[src/rtl/mult_seq_arb.sv]
// rtl/mult_seq_arb.sv - two-requester arbitrated sequential shift-add multiplier
//
// Purpose:
//   Accepts multiply requests from two requesters. A round-robin pointer
//   breaks ties. The winner's operands are captured and multiplied unsigned
//   over WIDTH shift-add iterations. The result is then presented for one
//   cycle on done.
//
// Ports:
//   clk      - clock; all state changes on its rising edge
//   rst_n    - asynchronous active-low reset
//   req0     - requester 0 asks for a multiply
//   a0, b0   - requester 0 multiplicand / multiplier (unsigned, WIDTH bits)
//   req1     - requester 1 asks for a multiply
//   a1, b1   - requester 1 multiplicand / multiplier (unsigned, WIDTH bits)
//   gnt      - one-hot grant, high only during the first CALC cycle
//   busy     - high in CALC and DONE
//   done     - one-cycle pulse when product is valid
//   done_id  - requester that owns the current product
//   product  - registered unsigned result, 2*WIDTH bits

module mult_seq_arb #(
  parameter int WIDTH = 5
) (
  input  logic                 clk,
  input  logic                 rst_n,
  input  logic                 req0,
  input  logic [WIDTH-1:0]     a0,
  input  logic [WIDTH-1:0]     b0,
  input  logic                 req1,
  input  logic [WIDTH-1:0]     a1,
  input  logic [WIDTH-1:0]     b1,
  output logic [1:0]           gnt,
  output logic                 busy,
  output logic                 done,
  output logic                 done_id,
  output logic [2*WIDTH-1:0]   product
);

  localparam int PW = 2 * WIDTH;
  // The counter must be able to hold WIDTH itself, which it reaches on the
  // final iteration.
  localparam int CW = $clog2(WIDTH + 1);

  typedef enum logic [1:0] {
    IDLE = 2'd0,
    CALC = 2'd1,
    DONE = 2'd2
  } state_t;

  state_t           state;
  logic [PW-1:0]    mcand;
  logic [WIDTH-1:0] mplier;
  logic [PW-1:0]    acc;
  logic [CW-1:0]    count;
  logic             ptr;
  logic             owner;

  logic             win;
  logic [PW-1:0]    acc_next;
  logic             last_iter;

  // Arbitration: a lone requester always wins; on a tie the pointer decides.
  always_comb begin
    win = 1'b0;
    if (req0 && req1) begin
      win = ptr;
    end else if (req1) begin
      win = 1'b1;
    end
  end

  // Accumulator value after the current iteration. The DONE-entry edge also
  // uses it, so product is loaded with the final sum and not one step behind.
  always_comb begin
    acc_next = acc;
    if (mplier[0]) begin
      acc_next = acc + mcand;
    end
  end

  assign last_iter = (count == CW'(WIDTH - 1));

  always_ff @(posedge clk or negedge rst_n) begin
    if (!rst_n) begin
      state   <= IDLE;
      gnt     <= 2'b00;
      busy    <= 1'b0;
      done    <= 1'b0;
      done_id <= 1'b0;
      product <= '0;
      ptr     <= 1'b0;
      owner   <= 1'b0;
      acc     <= '0;
      count   <= '0;
      mcand   <= '0;
      mplier  <= '0;
    end else begin
      case (state)
        IDLE: begin
          if (req0 || req1) begin
            state  <= CALC;
            gnt    <= win ? 2'b10 : 2'b01;
            busy   <= 1'b1;
            owner  <= win;
            mcand  <= {{WIDTH{1'b0}}, (win ? a1 : a0)};
            mplier <= win ? b1 : b0;
            acc    <= '0;
            count  <= '0;
          end
        end

        CALC: begin
          // The grant covers only the first CALC cycle. Operands live in
          // mcand/mplier from here on, so the requester inputs are ignored.
          gnt    <= 2'b00;
          acc    <= acc_next;
          mcand  <= mcand << 1;
          mplier <= mplier >> 1;
          count  <= count + CW'(1);
          if (last_iter) begin
            state   <= DONE;
            done    <= 1'b1;
            done_id <= owner;
            product <= acc_next;
          end
        end

        DONE: begin
          // Requests seen here are deliberately ignored. Back-to-back
          // requests therefore always get one IDLE cycle before the next grant.
          state <= IDLE;
          done  <= 1'b0;
          busy  <= 1'b0;
          ptr   <= ~owner;
        end

        default: begin
          state <= IDLE;
          gnt   <= 2'b00;
          busy  <= 1'b0;
          done  <= 1'b0;
        end
      endcase
    end
  end

endmodule
[config.mk]
export PLATFORM = sky130hd
export DESIGN_NAME = mult_seq_arb
export DESIGN_NICKNAME = d
export VERILOG_FILES = /design/src/rtl/mult_seq_arb.sv
export SDC_FILE = /design/constraint.sdc
export NUM_CORES = 1
export LEC_CHECK = 0
export ABC_AREA = 1
export BUFFER_PORTS_ARGS = -buffer_cell sky130_fd_sc_hd__buf_2
export CORE_AREA = 4 4 98 100
export CTS_CLUSTER_SIZE = 28
export DETAILED_ROUTE_END_ITERATION = 10
export DIE_AREA = 0 0 102 104
export GPL_ROUTABILITY_DRIVEN = 0
export GPL_TIMING_DRIVEN = 0
export PLACE_DENSITY = 0.45
export SLEW_MARGIN = 10
export SYNTH_ARGS = -nofsm -noshare
export SYNTH_HDL_FRONTEND = slang
export SYNTH_SLANG_ARGS = --single-unit
[constraint.sdc]
create_clock -name clk -period 5.2 [get_ports clk]
set_input_delay 0.26 -clock clk [delete_from_list [all_inputs] [get_ports clk]]
set_output_delay 0.26 -clock clk [all_outputs]
set_load 0.02 [all_outputs]
==> results of run 1 <==
[state kept, by name, indices dropped and copies added, names as in the netlist]
name / count
acc: 10
busy: 1
count: 3
done: 1
done_id: 1
gnt: 2
mcand: 10
mplier: 5
owner: 1
product: 10
ptr: 1
state: 2
[worst reg2reg max path, cell delays in order (launching register included)]
cell and delay, ns:
dfrtp_1 0.43, ha_1 0.26, fa_1 0.42, nand3_1 0.09
nand2_1 0.11, nand3_1 0.11, nand2_1 0.06, nand2_1 0.06
nand3_1 0.08, nand3_1 0.11, nand2_1 0.05
[area by class of cell]
cell class                 count  area, sq um
inverter                      31        116.4
clock buffer                   5        68.82
tap                          108        135.1
multi-input combinational    223         1191
timing repair buffer          38        192.7
buffer                        11        58.81
sequential                    47         1176
fill                         933         5693
clock inverter                 3        46.29
[worst max-delay path by stage]
stage / startpoint / endpoint / depth (start not counted)
after floorplan: mcand[0] / acc[6] / 10
after global placement: mcand[0] / acc[8] / 10
after detailed placement: mcand[0] / product[8] / 10
after CTS: mcand[0] / product[8] / 10
after global routing: mcand[0] / acc[4] / 8
final: mcand[0] / acc[6] / 10
[cells by family (layout without fill, tap and decap cells)]
| kind of cell | after synthesis | after routing | synth area share, % |
|---|---|---|---|
| buffers and inverters | 42 | 88 | 6.889 |
| adder cells (fa/ha/maj) | 12 | 12 | 6.201 |
| flip-flops | 47 | 47 | 46.26 |
| AO/OA/AOI/OAI | 44 | 44 | 12.50 |
| AND/OR/NAND/NOR | 163 | 163 | 26.77 |
| XOR/XNOR | 4 | 4 | 1.378 |
[metrics by stage]
| stage | hold WS, ns | setup slack [ns] | cells | power, uW |
|---|---|---|---|---|
| after floorplan | -0.03559 | 3.549 | 312 | 1416 |
| final | -0.02920 | 3.318 | 466 | 1959 |
| after global routing | 0.01923 | 3.154 | 466 | 2179 |
| after CTS | 0.1963 | 3.294 | 466 | 1997 |
| after detailed placement | 0.4539 | 3.311 | 458 | 1707 |
| after global placement | 0.4560 | 3.316 | 458 | 1700 |
[synthesized netlist by cell type (3+ instances only)]
master / count / area, sq um
inv_1: 30 / 112.6
ha_1: 11 / 137.6
or2_2: 5 / 31.28
nand3_1: 28 / 140.1
dfrtp_1: 47 / 1176
a21oi_1: 6 / 30.03
nand2_1: 97 / 364.1
buf_2: 5 / 25.02
buf_4: 3 / 22.52
o21ai_0: 21 / 105.1
clkbuf_1: 3 / 11.26
o22ai_1: 5 / 31.28
nor2_1: 28 / 105.1
o311ai_2: 7 / 113.9
xor2_1: 3 / 26.28
[power by group]
| group | total [uW] | leakage [uW] | switching [uW] | internal [uW] |
|---|---|---|---|---|
| registers | 649 | 0.000590 | 116 | 533 |
| clock network | 278 | 0.0000548 | 133 | 145 |
| logic | 1030 | 0.000887 | 647 | 386 |
[per-layer routing]
metal | vias up | wire length [um]
met5 | - | 0
met2 | 32 | 2916
li1 | 1102 | -
met3 | 5 | 206
met1 | 999 | 3126
met4 | 0 | 44
==> run summary, run 1 <==
Wirelength per Cell - 13.50 um
Pin count of the biggest net entering global routing - 48
RR Startpoint - mcand[0]
Max-Cap Viols - 0
Fmax - 0.5313 GHz
Post-CTS Hold Buffers - 0
First-pass GRT wire length - 10,980 um
Layout Nets - 393
Post-Syn Nets - 348
Post-CTS sizing - 0
Final Util - 34.40%
Fin area - 2985 sq um
Final setup viols - 0
Final hold vios - 46
CP Max Fanout - 3
Layout cells sized above 1 - 19.83%
Critical Path End Type - register
Global Route met3 Usage - 2.213%
Core area - 8678 sq um
Post-CTS setup buffer count - 0
Lkg Pwr - 0.001532 uW
Port Buf Inserts - 38
Crit path kind - reg -> reg
IO Count - 39
Starting DRT DRC Count - 54
Share of flip-flops with an asynchronous set or reset - 100.0%
Worst Path Arrival - 2.08 ns
TNS Setup - 0 ns
Antenna violations before repair - 0
Post-DP Area - 2868 sq um
CTS Buf Count - 5
Synthesized flop and latch total - 47
Failing checks - negative hold slack
Rows - 34
DIE WIDTH - 102 um
Worst Skew - 0.01084 ns
Distinct cells, synth - 26
Reg2reg setup slack - 3.32 ns
Number of global-route vias before repair - 2,241
Maximum vdd ir drop - 0.1953 mV
Clock transition at the registers of the reported paths - 0.09 ns
Worst hold slack - -0.02920 ns
Gate Count Post-Synth - 312
Pwr Density - 656.3 nW/um^2
Netlist Area Pre-Place - 2542 sq um
GRT overflow - 0
Outcome - finished, violations left
CTS max path bufs - 2
CP max stage cell - dfrtp_1
H-tree depth - 2
Fin crit share - 36.20%
Post-synthesis sequential area ratio - 46.26%
Via Count - 2,138
Die height - 104 um
CTS Sinks - 47
Max incr delay on CP - 0.43 ns
Delay-heaviest family, CP - adder cells
Worst path required time - 5.39 ns
Drt pass-1 iters - 4
CTS tree - done
Fin crit period - 1.882 ns
ANT cells - 0
GRT busiest layer - met2
Post-DRT Antenna Nets - 0
Post-DP HPWL - 4653 um
Yosys synthesis warning count - 0
Clock Latency Late Sink - 0.30 ns
RSZ-0062 raised after global routing - no
Commonest non-fill, non-tap cell in the layout - nand2_1
Hold/Removal Path Class - in -> async
FF-to-FF path depth - 10
GRT Util Overall - 12.84%
FF-to-FF End - acc[6]
Top_reg_cell synth - dfrtp_1
Drt total wl - 6293 um
Slew Viols, Final - 0
Crit-path cells - ha_1 > fa_1 > nand3_1 > nand2_1 > nand3_1 > nand2_1 > nand2_1 > nand3_1 > nand3_1 > nand2_1
EDFF count, synth - 0
Die Area - 10,610 sq um
Most frequent cells in the layout - 97 x nand2_1, 47 x dfrtp_1, 42 x buf_2
Avg Cell Area, Syn - 8.149 sq um
CP Launch Type - register
Initial Utilization - 29.30%
DR DRC count - 0
Syn-to-layout area delta - 17.42%
Met1 usage - 17.74%
Worst Path Buf+Inv - 0
Worst slew pin tran - 0.6302 ns
Root Driver - clkbuf_8
Max_slew headroom - 57.99%
GRT met2 Usage - 20.94%
Vias per cell - 4.588
Power figures use the tool's default switching activity.
==> inputs of run 2 (changes only) <==
Clock period 5.2 ns to 1.8 ns, I/O delays scaled along.
==> run 2 against run 1 <==
Net effect: the flow now finishes without violations; non-clock buffer count grew 1; sequential share of layout area fell by 1.4 points; global-route usage is essentially flat; final cell count up 0.21%; largest cell class unchanged; highest routed layer unchanged.
==> run summary, run 2 (same netlist as run 1, synthesis figures left out) <==
CTS tree - done
Worst slew pin tran - 0.6319 ns (+0.001727 ns)
Post-CTS setup buffer count - 0 (unchanged)
Crit-path cells - ha_4 > fa_2 > nand3_2 > nand2_4 > nand3_2 > nand2_1 > nand2_1 > nand3_2 > nand3_1 > nand2_1
Critical Path End Type - register
CP Launch Type - register
Lkg Pwr - 0.001541 uW (+0.61%)
Hold/Removal Path Class - in -> reg
Initial Utilization - 29.30% (unchanged)
Fin area - 3095 sq um (+3.7%)
Crit path kind - reg -> reg
Fmax - 0.5705 GHz (+7.4%)
Filler cells - 923 (-1.1%)
Seq. cell area - 1177 sq um (+0.11%)
Wirelength per Cell - 13.74 um (+1.8%)
Delay-heaviest family, CP - adder cells
Post-DP HPWL - 4653 um (unchanged)
DIE WIDTH - 102 um (unchanged)
Final setup viols - 0 (unchanged)
Drt pass-1 iters - 4 (unchanged)
Core area - 8678 sq um (unchanged)
Outcome - complete, no violations
Drt total wl - 6417 um (+2.0%)
CP Max Fanout - 3 (unchanged)
FF-to-FF path depth - 10 (unchanged)
Pwr Density - 1926 nW/um^2 (+190%)
Clock Latency Late Sink - 0.31 ns (about the same)
RSZ-0062 raised after global routing - yes
Post-DRT Antenna Nets - 0 (unchanged)
Die Area - 10,610 sq um (unchanged)
CTS max path bufs - 2 (unchanged)
Worst Path Buf+Inv - 0 (unchanged)
GRT overflow - 0 (unchanged)
Commonest non-fill, non-tap cell in the layout - nand2_1
Largest regs - acc (10), mcand (10), product (10)
Die height - 104 um (unchanged)
Reg2reg setup slack - 0.05 ns (-3.27 ns)
Via Count - 2,182 (+2.1%)
Vias per cell - 4.672 (+1.8%)
Max_slew headroom - 57.87% (-0.12 points)
Most frequent cells in the layout - 95 x nand2_1, 46 x dfrtp_1, 42 x buf_2
Number of global-route vias before repair - 2,240 (-0.045%)
Fin crit period - 1.753 ns (-0.1294 ns)
Worst path required time - 1.99 ns (-3.40 ns)
H-tree depth - 2 (unchanged)
Max-Cap Viols - 0 (unchanged)
Worst Path Arrival - 1.95 ns (-0.13 ns)
GRT Util Overall - 12.86% (+0.014 points)
Worst Hold Path EP - mplier[4]
Final Util - 35.67% (+1.3 points)
Hold Path Stages - 3
Antenna violations before repair - 0 (unchanged)
Rows - 34 (unchanged)
Layout Nets - 394 (+0.25%)
Pwr Total - 5962 uW (+200%)
Post-DP Area - 2868 sq um (unchanged)
Worst Skew - 0.009898 ns (-0.0009401 ns)
Maximum vdd ir drop - 0.5648 mV (+190%)
Starting DRT DRC Count - 46 (-15%)
Max incr delay on CP - 0.45 ns (+0.02 ns)
Pin count of the biggest net entering global routing - 48 (unchanged)
Multi-input logic area - 1290 sq um (+8.3%)
Fin crit share - 97.38% (+61 points)
First-pass GRT wire length - 10,980 um (unchanged)
DR DRC count - 0 (unchanged)
Worst hold path startpoint - b1[4]
CP max stage cell - dfrtp_1
Root Driver - clkbuf_8
Final hold vios - 0 (-100%)
FF-to-FF End - acc[6]
RR Startpoint - mcand[0]
Layout cells sized above 1 - 24.51% (+4.7 points)
Syn-to-layout area delta - 21.75%
ANT cells - 0 (unchanged)
Port Buf Inserts - 38 (unchanged)
CTS Sinks - 47 (unchanged)
Clock transition at the registers of the reported paths - 0.09 ns (about the same)
IO Count - 39 (unchanged)
Slew Viols, Final - 0 (unchanged)
CTS Buf Count - 5 (unchanged)
-- run 2: changes by cell type in the layout (fill, tap and decap cells not counted), sizes merged --
cell | previous run | this run
dlygate4sd3 | 0 | 1
-- run 2: how the worst max path moves through the flow --
| stage | from | to | slack, ns | cells after the start |
|---|---|---|---|---|
| 5_1_grt | mcand[0] | acc[6] | -0.03 | 10 |
| 3_3_place_gp | mcand[0] | acc[8] | -0.08 | 10 |
| 2_1_floorplan | mcand[0] | acc[6] | 0.15 | 10 |
| 6_report | mcand[0] | acc[6] | 0.05 | 10 |
| 3_5_place_dp | mcand[0] | product[8] | -0.09 | 10 |
| 4_1_cts | mcand[0] | product[8] | 0.001 | 10 |
-- run 2: layer usage --
layer,track usage (%),share of wire (%),vias to the layer above
met1,17.78,48,1024
met4,2.718,0.76,0
met3,2.213,3.8,7
met5,0,0,-
li1,-,-,1104
met2,20.94,47,47
-- run 2: what timing repair did --
| action | in CTS | in global routing |
|---|---|---|
| cloned | 0 | 0 |
| resized for setup | 3 | 23 |
| setup endpoints to repair | 9 | 14 |
| pin swaps | 0 | 6 |
| endpoints found under the hold margin | 0 | 47 |
| hold buffers | 0 | 1 |
-- run 2: worst register-to-register path: stages (launching register included) --
cell,delay [ns]
dfrtp_1,0.45
ha_4,0.20
fa_2,0.41
nand3_2,0.10
nand2_4,0.07
nand3_2,0.07
nand2_1,0.05
nand2_1,0.07
nand3_2,0.08
nand3_1,0.11
nand2_1,0.05
-- run 2: layout make-up --
class                      count  area share [%]
buffer                        11           1.900
clock buffer                   5           2.223
clock inverter                 3           1.496
inverter                      31           3.759
multi-input combinational    223           41.67
sequential                    47           38.04
tap                          108           4.365
timing repair buffer          39           6.548
-- run 2: per-stage QoR --
| stage | instances | setup slack, ns | TNS [ns] | hold slack [ns] |
|---|---|---|---|---|
| 4_1_cts | 466 | 0.001400 | 0 | 0.02630 |
| 5_1_grt | 467 | -0.03489 | -0.1421 | 0.04674 |
| 2_1_floorplan | 312 | 0.1492 | 0 | -0.2056 |
| 3_5_place_dp | 458 | -0.08864 | -0.4052 | 0.3503 |
| 3_3_place_gp | 458 | -0.08385 | -0.4219 | 0.3446 |
| 6_report | 467 | 0.04720 | 0 | 0.02985 |
-- run 2: power breakdown --
group | leakage, uW | total, uW | switching (uW) | internal, uW
logic | 0.000898 | 3240 | 1980 | 1270
clock network | 0.0000548 | 806 | 387 | 419
registers | 0.000589 | 1910 | 372 | 1540
total | 0.00154 | 5960 | 2740 | 3230
